==> src/rtl/arith_pkg.sv <==
`default_nettype none
// ============================================================================
//  Module      : arith_pkg
//  Description : Shared opcodes, arithmetic-unit select codes, FSM state
//                encoding and the opcode legality helper for arith_seq_ctrl.
//  Revision    : 1.0 - initial release
// ============================================================================
package arith_pkg;

    // Request opcodes; every other 4-bit value is illegal.
    localparam logic [3:0] OP_DIV = 4'b0001;
    localparam logic [3:0] OP_ADD = 4'b0010;
    localparam logic [3:0] OP_SUB = 4'b0011;
    localparam logic [3:0] OP_MUL = 4'b0100;

    // Select codes understood by the combinational arithmetic unit.
    localparam logic [1:0] P_DIV = 2'b00;
    localparam logic [1:0] P_ADD = 2'b01;
    localparam logic [1:0] P_SUB = 2'b10;
    localparam logic [1:0] P_MUL = 2'b11;

    typedef enum logic [1:0] {
        ST_IDLE = 2'd0,
        ST_EXEC = 2'd1,
        ST_DONE = 2'd2
    } state_e;

    function automatic logic is_legal(input logic [3:0] opcode);
        logic legal;
        case (opcode)
            OP_DIV, OP_ADD, OP_SUB, OP_MUL: legal = 1'b1;
            default:                        legal = 1'b0;
        endcase
        return legal;
    endfunction

endpackage : arith_pkg
`default_nettype wire

==> src/rtl/arith_op_decode.sv <==
`default_nettype none
// ============================================================================
//  Module      : arith_op_decode
//  Description : Combinational opcode decoder. Maps a request opcode onto the
//                arithmetic-unit select and screens it for illegal opcodes
//                and divide-by-zero.
//  Ports       : opcode_i   - request opcode
//                b_i        - operand B (divisor for divide)
//                p_o        - arithmetic-unit select (00 for illegal opcodes)
//                legal_o    - opcode is one of div/add/sub/mul
//                div_zero_o - divide requested with B == 0
//  Revision    : 1.0 - initial release
// ============================================================================
module arith_op_decode
    import arith_pkg::*;
#(
    parameter int DW = 8
) (
    input  logic [3:0]    opcode_i,
    input  logic [DW-1:0] b_i,
    output logic [1:0]    p_o,
    output logic          legal_o,
    output logic          div_zero_o
);

    always_comb begin
        p_o = P_DIV;
        case (opcode_i)
            OP_DIV:  p_o = P_DIV;
            OP_ADD:  p_o = P_ADD;
            OP_SUB:  p_o = P_SUB;
            OP_MUL:  p_o = P_MUL;
            default: p_o = P_DIV;
        endcase
    end

    assign legal_o    = is_legal(opcode_i);
    assign div_zero_o = (opcode_i == OP_DIV) && (b_i == '0);

endmodule : arith_op_decode
`default_nettype wire

==> src/rtl/arith_seq_ctrl.sv <==
`default_nettype none
// ============================================================================
//  Module      : arith_seq_ctrl
//  Description : Sequential front-end for an 8-bit combinational arithmetic
//                unit. Accepts a request over valid/ready, rejects illegal
//                opcodes and divide-by-zero, enables the unit for exactly one
//                cycle, registers the result with sign/error flags and hands
//                it downstream over a second valid/ready. Counts completions.
//  Ports       : clk, rst_n                - clock, async active-low reset
//                in_valid/in_ready         - request handshake
//                in_opcode, in_a, in_b     - request payload
//                au_a, au_b, au_p, au_en_n - drive to the arithmetic unit
//                au_y                      - arithmetic unit result
//                out_valid/out_ready       - result handshake
//                out_res, out_sign, out_err- registered result and flags
//                op_count                  - completed operations (wraps)
//  Revision    : 1.0 - initial release
// ============================================================================
module arith_seq_ctrl
    import arith_pkg::*;
#(
    parameter int DW = 8,
    parameter int RW = 16,
    parameter int CW = 8
) (
    input  logic          clk,
    input  logic          rst_n,
    input  logic          in_valid,
    output logic          in_ready,
    input  logic [3:0]    in_opcode,
    input  logic [DW-1:0] in_a,
    input  logic [DW-1:0] in_b,
    output logic [DW-1:0] au_a,
    output logic [DW-1:0] au_b,
    output logic [1:0]    au_p,
    output logic          au_en_n,
    input  logic [RW-1:0] au_y,
    output logic          out_valid,
    input  logic          out_ready,
    output logic [RW-1:0] out_res,
    output logic          out_sign,
    output logic          out_err,
    output logic [CW-1:0] op_count
);

    state_e        state_q,    state_d;
    logic [DW-1:0] au_a_q,     au_a_d;
    logic [DW-1:0] au_b_q,     au_b_d;
    logic [1:0]    au_p_q,     au_p_d;
    logic          au_en_n_q,  au_en_n_d;
    logic [RW-1:0] out_res_q,  out_res_d;
    logic          out_sign_q, out_sign_d;
    logic          out_err_q,  out_err_d;
    logic [CW-1:0] op_count_q, op_count_d;

    logic [1:0]    dec_p;
    logic          dec_legal;
    logic          dec_div_zero;

    arith_op_decode #(
        .DW (DW)
    ) u_decode (
        .opcode_i   (in_opcode),
        .b_i        (in_b),
        .p_o        (dec_p),
        .legal_o    (dec_legal),
        .div_zero_o (dec_div_zero)
    );

    // in_ready is gated by rst_n so it drops the moment reset asserts,
    // without waiting for the state register.
    assign in_ready = (state_q == ST_IDLE) && rst_n;

    always_comb begin
        state_d    = state_q;
        au_a_d     = au_a_q;
        au_b_d     = au_b_q;
        au_p_d     = au_p_q;
        au_en_n_d  = au_en_n_q;
        out_res_d  = out_res_q;
        out_sign_d = out_sign_q;
        out_err_d  = out_err_q;
        op_count_d = op_count_q;

        case (state_q)
            ST_IDLE: begin
                if (in_valid && in_ready) begin
                    au_a_d = in_a;
                    au_b_d = in_b;
                    au_p_d = dec_p;
                    if (!dec_legal || dec_div_zero) begin
                        // Rejected requests skip EXEC; the unit is never enabled.
                        state_d    = ST_DONE;
                        out_res_d  = '0;
                        out_sign_d = 1'b0;
                        out_err_d  = 1'b1;
                    end else begin
                        state_d   = ST_EXEC;
                        au_en_n_d = 1'b0;
                    end
                end
            end
            ST_EXEC: begin
                // au_y is only trusted here, while the unit is enabled.
                out_res_d  = au_y;
                out_sign_d = (au_p_q == P_SUB) && (au_a_q < au_b_q);
                out_err_d  = 1'b0;
                au_en_n_d  = 1'b1;
                state_d    = ST_DONE;
            end
            ST_DONE: begin
                if (out_ready) begin
                    state_d    = ST_IDLE;
                    op_count_d = op_count_q + CW'(1);
                end
            end
            default: begin
                state_d   = ST_IDLE;
                au_en_n_d = 1'b1;
            end
        endcase
    end

    always_ff @(posedge clk or negedge rst_n) begin
        if (!rst_n) begin
            state_q    <= ST_IDLE;
            au_a_q     <= '0;
            au_b_q     <= '0;
            au_p_q     <= P_DIV;
            au_en_n_q  <= 1'b1;
            out_res_q  <= '0;
            out_sign_q <= 1'b0;
            out_err_q  <= 1'b0;
            op_count_q <= '0;
        end else begin
            state_q    <= state_d;
            au_a_q     <= au_a_d;
            au_b_q     <= au_b_d;
            au_p_q     <= au_p_d;
            au_en_n_q  <= au_en_n_d;
            out_res_q  <= out_res_d;
            out_sign_q <= out_sign_d;
            out_err_q  <= out_err_d;
            op_count_q <= op_count_d;
        end
    end

    assign au_a      = au_a_q;
    assign au_b      = au_b_q;
    assign au_p      = au_p_q;
    assign au_en_n   = au_en_n_q;
    assign out_valid = (state_q == ST_DONE);
    assign out_res   = out_res_q;
    assign out_sign  = out_sign_q;
    assign out_err   = out_err_q;
    assign op_count  = op_count_q;

endmodule : arith_seq_ctrl
`default_nettype wire

==> config.mk <==
export PLATFORM = sky130hd
export DESIGN_NAME = arith_seq_ctrl
export DESIGN_NICKNAME = d
export VERILOG_FILES = /design/src/rtl/arith_pkg.sv /design/src/rtl/arith_op_decode.sv /design/src/rtl/arith_seq_ctrl.sv
export SDC_FILE = /design/constraint.sdc
export NUM_CORES = 1
export LEC_CHECK = 0
export CORE_ASPECT_RATIO = 2
export CORE_UTILIZATION = 44
export CTS_CLUSTER_DIAMETER = 80
export DETAILED_ROUTE_END_ITERATION = 12
export PLACE_DENSITY_LB_ADDON = 0.15
export SYNTH_ARGS = -nofsm -noshare
export SYNTH_HDL_FRONTEND = slang
export SYNTH_SLANG_ARGS = --single-unit
==> constraint.sdc <==
create_clock -name clk -period 1.9 [get_ports clk]
set_clock_uncertainty 0.15 [all_clocks]
set_input_delay 0.285 -clock clk [delete_from_list [all_inputs] [get_ports clk]]
set_output_delay 0.285 -clock clk [all_outputs]
set_load 0.01 [all_outputs]
======== After elaboration in Yosys (flattened, before gate mapping) ========
Index checks and enable logic that the tools add are counted.
operators by class
  magnitude comparators ................... 1
  eq/ne operators ......................... 11
  $add $sub $neg .......................... 1
  reduce and logical (&&, ||, !) cells .... 15
  bitwise logic cells ..................... 1
  shifts and indexed selects .............. 0
  divide/modulo/power cells ............... 0
  $mul .................................... 0
  mux-type cells .......................... 18
operators by type and width
  cell                                            count
  2-to-1 mux 16 bit                               2
  one-hot mux 16 bit (2 select lines)             1
  one-hot mux 2 bit (3 select lines)              2
  adder 8 x 1 -> 8 bit (second input constant)    1
  == test 4 x 2 -> 1 bit (second input constant)  2
  zero test 8 bit                                 1
  < comparator 8 bit                              1
  2-to-1 mux 1 bit                                7
  2-to-1 mux 2 bit                                3
  != test 2 x 1 -> 1 bit (second input constant)  3
  one-hot mux 1 bit (2 select lines)              3
  AND reduction 2 bit                             3
  AND reduction 3 bit                             2
  == test 2 bit (second input constant)           2
  == test 4 x 1 -> 1 bit (second input constant)  1
  == test 4 x 3 -> 1 bit (second input constant)  1
  logical AND 1 bit                               4
  OR reduction 4 bit                              1
  == test 2 x 1 -> 1 bit (second input constant)  1
  zero test 2 bit                                 1
  != test 2 bit (second input constant)           1
  nonzero test 2 bit                              1
  zero test 1 bit                                 1
  logical OR 1 bit                                1
  NOT 1 bit                                       1
storage, ports and cells
  bits of input ports ..................... 40
  output and inout port bits .............. 47
  memory bits (read-only) ................. 0
  logic and storage cells ................. 56
  register bits after elaboration ......... 47
  memories ................................ 0
  latch bits .............................. 0
  bits in writable memories ............... 0

======== Longest topological paths before layout ========
  word-level depth ........................ 8
  depth in mapped cells ................... 6
  depth with buffers taken out ............ 6

======== Cells and area by module ========
From an unflattened synthesis, not the netlist that was laid out.
unflattened totals
  cell total of the unflattened synthesis .. 162
  area total of the unflattened synthesis .. 2039.5 um2
modules (own cells, without submodules)
  module           area each (um2)  times used  cells an instance  seq. area each (um2)
  arith_seq_ctrl   1964.4           1           151                1177.4
  arith_op_decode  75.1             1           11                 0.0

======== Worst setup path after synthesis ========
Ideal clock, no wire load.
  kind .................................... register to output
  from .................................... register state_q[1]
  to ...................................... output in_ready
  path buffers ............................ 2
  path slack .............................. 163 ps
  cell stages (with the launch flop) ...... 5
  arrival time ............................ 1302 ps
  required time ........................... 1465 ps
  cells stage by stage .................... dfrtp_1 -> nor2_1 -> clkbuf_1 -> clkbuf_1 -> and2_1
between the ends
  word-level cells in the longest chain between the ends .. 2
ends and longest elaborated chain
  element                   line                   RTL
  start: declaration        arith_seq_ctrl.sv:46   state_e state_q, state_d;
  start signal: assignment  arith_seq_ctrl.sv:136  state_q <= state_d;
  zero test 2 bit           arith_seq_ctrl.sv:72   assign in_ready = (state_q == ST_IDLE) && rst_n;
  logical AND 1 bit         arith_seq_ctrl.sv:72
  end: declaration          arith_seq_ctrl.sv:29   output logic in_ready,
Every way passes these cells.

======== Worst setup path in the final report ========
  from .................................... input rst_n
  to ...................................... output in_ready
between the ends
  word-level cells in the longest chain between the ends .. 1
ends and longest elaborated chain
  element             line                  RTL
  start: declaration  arith_seq_ctrl.sv:27  input logic rst_n,
  logical AND 1 bit   arith_seq_ctrl.sv:72
Every way passes these cells.

==> run_results.csv <==
group,metric,value,unit
status,outcome,"completed",
drt,ant_nets,0,
grt,grtUsageTotal,22.3,%
grt,grt_max_degree,28,
synthesis,ys_seq_area_share,52.4,%
drt,post_drt_wl_per_cell,14.3,um
setup_path,cp.required,1.46,ns
power_and_ir_drop,power_density,1150,mW/mm2
synthesis,synth-edff-count,0,
synthesis,ys_ff_latch,47,
synthesis,synth_area,0.00225,mm2
setup_path,critPathCapture,"in_ready",
flow_run,maxCapViolations,0,
setup_path,path_max_fanout,5,
timing,max_slew_margin,72.0,%
power_and_ir_drop,p_leak,1.51,nW
grt,grt_pass1_wl,8820,um
setup_path,arrival,1.39,ns
die,die_w,52.5,um
final_layout,syn_to_final_growth,51.7,%
synthesis,syn_nets,273,
synthesis,async_flop_share,100,%
final_layout,utilization,69.4,%
power_and_ir_drop,ir_drop,0.768,mV
synthesis,yosys_warnings,0,
setup_path,reg2reg_to,"out_sign$_DFFE_PN0P_",
synthesis,synthDistinctLibCells,44,
min_path,hp-class,"flop to flop",
final_layout,stdcell_count,387,
timing,holdWs,0.322,ns
final_layout,nFillCells,409,
power_and_ir_drop,clock_power_share,14.9,%
synthesis,netlist_instances,225,
timing,fmax,549,MHz
final_layout,diodes,0,
drt,vias_per_cell,5.20,
setup_path,end_kind,"primary output",
final_layout,layout_commonest_cell,"clkdlybuf4s50_1",
timing,worst_slew_pin_slew,0.418,ns
clocking,clk_pin_slew,0.08,ns
drt,drt_pre_antenna_iters,4,
placement,dp.cells,376,
placement,gp_congestion,0.786,
drt,num_vias,2014,
drt,drtIter0Drc,23,
setup_path,ff2ff_path_depth,5,
power_and_ir_drop,pwr-share-seq,41.2,%
final_layout,final_cell_mix,"clkdlybuf4s50_1, nand2_1, dfrtp_1",
die,start_util,45.7,%
die,rows,36,
setup_path,r2r_slack,0.17,ns
power_and_ir_drop,power.share.combinational,43.9,%
die,dieHeight,103,um
power_and_ir_drop,p_int,2.59,mW
timing,fin_crit_sh,95.8,%
die,dieArea,0.00541,mm2
power_and_ir_drop,sw_frac_of_total,34.0,%
timing,setup_viol,0,
timing,drv_slew,0,
placement,io_buffer_count,86,
timing,finalHoldViolations,0,
grt,antenna_found_initial,0,
grt,overflow,0,
final_layout,fin_nets,377,
clocking,insertion_delay,0.30,ns
setup_path,startpoint_type,"primary input",
min_path,min_from,"op_count[7]$_DFFE_PN0P_",
setup_path,regToRegStartpoint,"au_a[1]$_DFFE_PN0P_",
die,core,0.00491,mm2
setup_path,cp-startpoint,"rst_n",
clocking,clockBufferDepth,2,
setup_path,crit_type,"primary input to primary output",
clocking,cts-buffers-inserted,5,
placement,dp_hpwl,4330,um
timing,rsz0062_at_grt,"no",
power_and_ir_drop,p_sw,1.33,mW
drt,drc_errors,0,
grt,grt_pass1_vias,1946,
clocking,root_buffer,"clkbuf_8",
clocking,clkSinkCount,47,
timing,post-route-min-period,1.82,ns
drt,drt_wl_total,5530,um
clocking,cts.htree.levels,2,
die,boundaryPins,87,
clocking,tritoncts,"yes",
synthesis,postSynthAreaPerCell,9.98,um2
final_layout,layout-drive-gt1-share,13.6,%
synthesis,synthFlopType,"dfrtp_1",
registers in the layout (all words and copies together), names as in the netlist:
register  flops
out_sign      1
au_a          8
state_q       2
out_res      16
au_p          2
au_b          8
op_count      8
au_en_n       1
out_err       1
synth_stat cells, types with 2 or more instances:
master / n / area share [%]
nand4b_1: 2 / 0.78
nand2_1: 56 / 9.4
and2_1: 2 / 0.56
and3_1: 2 / 0.56
inv_1: 9 / 1.5
nor2_1: 6 / 1.0
xnor2_1: 6 / 2.3
dfrtp_1: 46 / 51
nor2b_1: 3 / 0.84
buf_2: 2 / 0.45
a22oi_1: 16 / 5.3
nand3_1: 5 / 1.1
o21ai_1: 8 / 1.8
nor3_1: 2 / 0.45
ha_1: 8 / 4.5
o21ai_2: 9 / 3.5
a21oi_1: 3 / 0.67
o21ai_0: 7 / 1.6
clkbuf_1: 7 / 1.2
xor2_1: 2 / 0.78
cell families after synthesis:
kind of cell    synth area share (%)
xor+xnor                        3.12
mux                            0.501
simple gates                    18.3
fa+ha+maj                       4.46
buf+inv                         3.79
flops                           52.4
compound gates                  17.4
repair_timing:
action	CTS	global route
endpoints found under the hold margin	46	0
endpoints found under the setup margin	2	0
gates resized for setup	3	0
setup buffers	2	0
hold buffers	1	0
through the flow:
stage / power [mW] / setup WS, ns / instance area, um2 / setup TNS, ns
6_report: 3.92 / 0.0795 / 3410 / 0
5_1_grt: 4.20 / 0.0466 / 3410 / 0
4_1_cts: 3.97 / 0.0672 / 3410 / 0
3_5_place_dp: 3.38 / -0.115 / 3300 / -1.63
3_3_place_gp: 3.34 / -0.0781 / 3300 / -0.901
2_1_floorplan: 2.36 / 0.163 / 2250 / 0
how the worst min path moves through the flow:
| stage | endpoint | slack, ns | cells after the start |
|---|---|---|---|
| 2_1_floorplan | au_a[0]$_DFFE_PN0P_ | -0.16 | 0 |
| 3_3_place_gp | state_q[0]$_DFFE_PN0P_ | 0.14 | 2 |
| 3_5_place_dp | state_q[0]$_DFFE_PN0P_ | 0.15 | 2 |
| 4_1_cts | op_count[7]$_DFFE_PN0P_ | 0.33 | 1 |
| 5_1_grt | op_count[7]$_DFFE_PN0P_ | 0.33 | 1 |
| 6_report | op_count[7]$_DFFE_PN0P_ | 0.32 | 1 |
metal layers:
layer | up-vias | share of wire, % | GRT usage, %
met3 | 17 | 3.9 | 2.36
met2 | 69 | 55 | 39.7
li1 | 983 | - | -
met4 | 0 | 3.8 | 13.4
met1 | 945 | 38 | 24.3
met5 | - | 0 | 0
worst max-delay path: stages:
cell	delay, ns
dlygate4sd3_1	0.53
buf_2	0.16
and2_1	0.14
dlygate4sd2_1	0.27
power groups by stage:
stage | sequential (mW) | combinational [mW] | clock [mW]
2_1_floorplan | 1.75 | 0.612 | 0
3_3_place_gp | 1.63 | 1.70 | 0
3_5_place_dp | 1.64 | 1.74 | 0
4_1_cts | 1.62 | 1.75 | 0.595
5_1_grt | 1.66 | 1.91 | 0.630
6_report | 1.62 | 1.72 | 0.585
cell type report:
class	count	area [um2]	share of cell area [%]
repair buffers	108	1060	31.1
well taps	57	71.3	2.09
flip-flops and latches	47	1180	34.6
inverters	9	33.8	0.992
multi-input cells	158	983	28.9
clock buffers	7	76.3	2.24
clock inverters	1	5.00	0.147
Note: power is estimated with default switching activity, not from simulation.
